## src/rtl/lightning_axis_pkg.sv

```systemverilog
`default_nettype none
// ============================================================================
// Module   : lightning_axis_pkg
// Purpose  : Shared FSM encoding and probe constants for the AXIS delay
//            calibrator.
// Revision : 1.0 - initial release
// ============================================================================
package lightning_axis_pkg;

  typedef enum logic [1:0] {
    ST_IDLE  = 2'd0,
    ST_PROBE = 2'd1,
    ST_WAIT  = 2'd2
  } cal_state_e;

  // Probe beats are built by replicating this word across the data bus.
  localparam logic [15:0] PROBE_WORD = 16'hA5C3;

  localparam int AVG_ROUNDS = 4;

endpackage : lightning_axis_pkg
`default_nettype wire

```

## src/rtl/axis_probe_matcher.sv

```systemverilog
`default_nettype none
// ============================================================================
// Module   : axis_probe_matcher
// Purpose  : Combinational detector for a returning probe beat
//            (valid, last and data equal to the probe pattern).
// Revision : 1.0 - initial release
// ============================================================================
module axis_probe_matcher
  import lightning_axis_pkg::*;
#(
  parameter int                    DATA_WIDTH    = 256,
  parameter logic [DATA_WIDTH-1:0] PROBE_PATTERN = {DATA_WIDTH/16{PROBE_WORD}}
) (
  input  logic [DATA_WIDTH-1:0] s_axis_tdata,
  input  logic                  s_axis_tvalid,
  input  logic                  s_axis_tlast,
  output logic                  match
);

  assign match = s_axis_tvalid && s_axis_tlast && (s_axis_tdata == PROBE_PATTERN);

endmodule : axis_probe_matcher
`default_nettype wire

```

## src/rtl/axis_delay_calibrator.sv

```systemverilog
`default_nettype none
// ============================================================================
// Module   : axis_delay_calibrator
// Purpose  : Emits a single probe beat and measures the cycles until it
//            returns on the loopback stream; reports latency or timeout.
//            Optional macro DELAY_CAL_AVG_EN averages four rounds per start.
// Revision : 1.0 - initial release
// ============================================================================
module axis_delay_calibrator
  import lightning_axis_pkg::*;
#(
  parameter int                    DATA_WIDTH    = 256,
  parameter logic [DATA_WIDTH-1:0] PROBE_PATTERN = {DATA_WIDTH/16{PROBE_WORD}},
  parameter int                    MAX_WAIT      = 1024
) (
  input  logic                  clk,
  input  logic                  rst,
  input  logic                  start,
  output logic [DATA_WIDTH-1:0] m_axis_tdata,
  output logic                  m_axis_tvalid,
  output logic                  m_axis_tlast,
  input  logic [DATA_WIDTH-1:0] s_axis_tdata,
  input  logic                  s_axis_tvalid,
  input  logic                  s_axis_tlast,
  output logic [15:0]           delay_count,
  output logic                  busy,
  output logic                  done,
  output logic                  timeout
);

  localparam logic [15:0] MAX_WAIT_CNT = 16'(MAX_WAIT);

  cal_state_e            state_q, state_d;
  logic [15:0]           counter_q, counter_d;
  logic [15:0]           delay_count_q, delay_count_d;
  logic                  busy_q, busy_d;
  logic                  done_q, done_d;
  logic                  timeout_q, timeout_d;
  logic                  m_tvalid_q, m_tvalid_d;
  logic                  m_tlast_q, m_tlast_d;
  logic [DATA_WIDTH-1:0] m_tdata_q, m_tdata_d;
  logic                  match_w;

`ifdef DELAY_CAL_AVG_EN
  localparam logic [1:0] LAST_ROUND = 2'(AVG_ROUNDS - 1);

  logic [1:0]  round_q, round_d;
  logic [17:0] sum_q, sum_d;
  logic [17:0] sum_plus_w;

  assign sum_plus_w = sum_q + {2'b00, counter_q};
`endif

  axis_probe_matcher #(
    .DATA_WIDTH   (DATA_WIDTH),
    .PROBE_PATTERN(PROBE_PATTERN)
  ) u_matcher (
    .s_axis_tdata (s_axis_tdata),
    .s_axis_tvalid(s_axis_tvalid),
    .s_axis_tlast (s_axis_tlast),
    .match        (match_w)
  );

  always_comb begin
    state_d       = state_q;
    counter_d     = counter_q;
    delay_count_d = delay_count_q;
    done_d        = 1'b0;
    timeout_d     = 1'b0;
`ifdef DELAY_CAL_AVG_EN
    round_d       = round_q;
    sum_d         = sum_q;
`endif

    case (state_q)
      ST_IDLE: begin
        if (start) begin
          state_d = ST_PROBE;
`ifdef DELAY_CAL_AVG_EN
          round_d = 2'd0;
          sum_d   = 18'd0;
`endif
        end
      end

      // A beat returning in the probe cycle itself is never sampled here.
      ST_PROBE: begin
        counter_d = 16'd1;
        state_d   = ST_WAIT;
      end

      ST_WAIT: begin
        if (match_w) begin
`ifdef DELAY_CAL_AVG_EN
          if (round_q == LAST_ROUND) begin
            delay_count_d = sum_plus_w[17:2];
            done_d        = 1'b1;
            state_d       = ST_IDLE;
          end else begin
            sum_d   = sum_plus_w;
            round_d = round_q + 2'd1;
            state_d = ST_PROBE;
          end
`else
          delay_count_d = counter_q;
          done_d        = 1'b1;
          state_d       = ST_IDLE;
`endif
        end else if (counter_q == MAX_WAIT_CNT) begin
          timeout_d = 1'b1;
          state_d   = ST_IDLE;
        end else begin
          counter_d = counter_q + 16'd1;
        end
      end

      default: begin
        state_d = ST_IDLE;
      end
    endcase

    // Outputs are registered from the next state so they align with it.
    busy_d     = (state_d != ST_IDLE);
    m_tvalid_d = (state_d == ST_PROBE);
    m_tlast_d  = (state_d == ST_PROBE);
    m_tdata_d  = (state_d == ST_PROBE) ? PROBE_PATTERN : '0;
  end

  always_ff @(posedge clk) begin
    if (rst) begin
      state_q       <= ST_IDLE;
      counter_q     <= 16'd0;
      delay_count_q <= 16'd0;
      busy_q        <= 1'b0;
      done_q        <= 1'b0;
      timeout_q     <= 1'b0;
      m_tvalid_q    <= 1'b0;
      m_tlast_q     <= 1'b0;
      m_tdata_q     <= '0;
`ifdef DELAY_CAL_AVG_EN
      round_q       <= 2'd0;
      sum_q         <= 18'd0;
`endif
    end else begin
      state_q       <= state_d;
      counter_q     <= counter_d;
      delay_count_q <= delay_count_d;
      busy_q        <= busy_d;
      done_q        <= done_d;
      timeout_q     <= timeout_d;
      m_tvalid_q    <= m_tvalid_d;
      m_tlast_q     <= m_tlast_d;
      m_tdata_q     <= m_tdata_d;
`ifdef DELAY_CAL_AVG_EN
      round_q       <= round_d;
      sum_q         <= sum_d;
`endif
    end
  end

  assign m_axis_tdata  = m_tdata_q;
  assign m_axis_tvalid = m_tvalid_q;
  assign m_axis_tlast  = m_tlast_q;
  assign delay_count   = delay_count_q;
  assign busy          = busy_q;
  assign done          = done_q;
  assign timeout       = timeout_q;

endmodule : axis_delay_calibrator
`default_nettype wire

```

## config.mk

```make
export PLATFORM = sky130hd
export DESIGN_NAME = axis_delay_calibrator
export DESIGN_NICKNAME = d
export VERILOG_FILES = /design/src/rtl/lightning_axis_pkg.sv /design/src/rtl/axis_probe_matcher.sv /design/src/rtl/axis_delay_calibrator.sv
export SDC_FILE = /design/constraint.sdc
export NUM_CORES = 1
export LEC_CHECK = 0
export ABC_CLOCK_PERIOD_IN_PS = 9200
export CORE_AREA = 2 2 210 212
export CTS_BUF_LIST = sky130_fd_sc_hd__clkbuf_4 sky130_fd_sc_hd__clkbuf_8
export DETAILED_ROUTE_END_ITERATION = 10
export DIE_AREA = 0 0 212 214
export SETUP_SLACK_MARGIN = 0.05
export SYNTH_ARGS = -nofsm -noshare
export SYNTH_HDL_FRONTEND = slang
export SYNTH_SLANG_ARGS = --single-unit
```

## constraint.sdc

```tcl
create_clock -name clk -period 9.2 [get_ports clk]
set_input_delay 0.92 -clock clk [delete_from_list [all_inputs] [get_ports clk]]
set_output_delay 0.92 -clock clk [all_outputs]
set_load 0.005 [all_outputs]
```

==> out/results.ini <==
[status]
status=finished clean

[yosys]
syn_area_um2=4840
avgSynthCellArea_um2=8.36
synth-seq-area-share_pct=15.7
netlist-cell-type-count=46
synth-seq-cells=38
synthArstFlopShare_pct=0
yosysTopAreaCell=buf_4
synth-edff-count=0
synthCells=579
yosysWarnings=0
synthTopCellsByArea=buf_4 40%, dfxtp_1 16%, nor4bb_1 9.9%
synth_ff_type=dfxtp_1
yosysTopAreaCellShare_pct=40.0

[clock_tree]
cts_root_buffer=clkbuf_8
max-clock-path-buffers=2
cts.clk_slew.worst_paths_ns=0.07
cts_hold_buf=0
cts_buffers=5
cts_tree=built
h-tree-depth=2
cts-resized-gates=0
cts_setup_buffers=0
clock-sinks=38
clk_latency_ns=0.29

[worst_setup_path]
end_kind=register
r2r_cells=8
cp.arrival_ns=4.29
worstReg2RegEnd=counter_q[15]
startpoint_type=primary input
worst_ep_required_time_ns=9.34
crit_start=s_axis_tdata[2]
crit_fanout=27
rrSetupSlack_ns=6.85
critPathKind=primary input to register
rr_startpoint=counter_q[0]

[power_and_ir_drop]
power.internal_mw=0.401
power_frac_comb_pct=46.3
switchingPower_mw=0.149
irDropWorstVdd_mv=0.0570
pwr-share-clk_pct=21.7
pwr-share-seq_pct=32.1
p_leak_nw=2.85
netSwitchingFraction_pct=27.0
p_per_area_nw_per_um2=66.7
p_total_mw=0.550

[drt]
via_per_inst=3.42
vias=4947
drt_iter0_markers=162
ant_nets=0
drtPass1Iterations=4
routed_wl_mm=23.1
wire_per_inst_um=16.0
drc=0

[placed_design]
portBuffers=409
gp_congestion=0.866
dpl.hpwl_mm=21.0

[hold_path]
hp-class=register to register
whs_endpoint=delay_count[2]
worstHoldStart=delay_count[2]
holdPathStages=2

[grt]
first_global_vias=4566
grt_overflow=0
grt_max_degree=131
grt_pass1_wl_mm=30.9
grt_usage_pct=9.33
antenna_found_initial=4

[timing]
fmax_mhz=241
worstMarginPinSlew_ns=0.988
rsz0062_at_grt=no
post-route-period-util_pct=45.1
skew_ns=0.00834
setup_viol=0
max_slew_margin_pct=34.1
tns_ns=0
maxSlewViolCount=0
finalHoldViolations=0
period_needed_ns=4.15

[finish]
final_nets=1121
final_cell_mix=409 x clkdlybuf4s50_1, 128 x conb_1, 48 x nor4bb_1
seqCellArea_um2=764
multi_input_area_um2=2540
drive_gt1_share_pct=2.33
syn2layout_area_growth_pct=70.2
fillers=4800
final_common_cell=clkdlybuf4s50_1

[die]
initial_utilization_pct=11.3
num_rows=76
core_um2=42900
die_w_um=212
die_y_um=214
ioPinCount=538
die_area_um2=45400

[flow_run]
maxCapViolCount=0

==> stage by stage <==
step / setup slack [ns] / std cells / instance area (um2) / hold WS, ns / utilization, %
final: 5.05 / 1445 / 8240 / 0.506 / 19.2
after global routing: 4.83 / 1444 / 8240 / 0.527 / 19.2
after detailed placement: 4.63 / 1436 / 8140 / 0.489 / 19.0
after CTS: 4.94 / 1444 / 8240 / 0.509 / 19.2
after floorplan: 5.53 / 706 / 5320 / 0.451 / -
after global placement: 4.68 / 1436 / 8140 / 0.474 / 19.0
==> state kept, by name, summed over array words and instances (netlist names) <==
name and flops:
timeout 1, state_q 2, busy 1, m_axis_tdata 1, done 1, delay_count 16, counter_q 16
==> area by class of cell <==
type	instances	share of cell area, %
Timing Repair Buffer	409	49.7
Tap cell	585	8.88
Sequential cell	38	9.28
Multi-Input combinational cell	402	30.9
Clock buffer	6	1.00
Inverter	2	0.0911
Clock inverter	2	0.152
Antenna cell	1	0.0304
==> cell families (layout without fill, tap and decap cells) <==
group           Yosys count  count (layout)  synth area share [%]
compound gates           30              30                  3.77
xor+xnor                  1               1                 0.181
fa+ha+maj                 2               2                 0.517
buf+inv                 266             419                  41.6
flops                    38              38                  15.7
mux                      16              16                  3.31
other cells               1             129                0.0775
simple gates            225             225                  34.9
==> Yosys cell counts (9+ instances only) <==
cell and instances:
a21oi_1 11, and4b_1 23, buf_4 258, dfxtp_1 38, mux2i_1 16, nand2_1 10, nand3_1 9, nand4_1 33
nor2_1 25, nor4_1 11, nor4b_1 22, nor4bb_1 48
==> routing by layer <==
metal	vias to the layer above	global-route usage [%]	routed length, um
met5	-	0	0
met4	0	1.83	396
met3	20	1.25	1830
met2	367	18.0	11800
met1	2249	10.8	9040
li1	2311	-	-
==> worst max-delay path, cell delays in order <==
cell and delay [ns]:
clkdlybuf4s50_1 0.41, or4_1 0.53, or4_1 0.56, nor4_2 0.51, nand4_1 0.25, nor2_4 0.74, mux2i_1 0.27, nor2_1 0.06
==> power by group through the flow <==
stage	Combinational, mW	Clock, mW	Sequential, mW
after floorplan	0.146	0	0.179
after global placement	0.252	0	0.179
after detailed placement	0.254	0	0.181
after CTS	0.255	0.123	0.177
after global routing	0.271	0.128	0.178
final	0.254	0.119	0.176
==> how the worst max path moves through the flow <==
stage	slack, ns	endpoint	depth (start not counted)
final	5.05	delay_count[0]	8
after CTS	4.94	delay_count[6]	8
after global routing	4.83	delay_count[0]	8
after global placement	4.68	delay_count[14]	8
after floorplan	5.53	m_axis_tdata[0]	1
after detailed placement	4.63	delay_count[0]	8
Power figures use the tool's default switching activity.
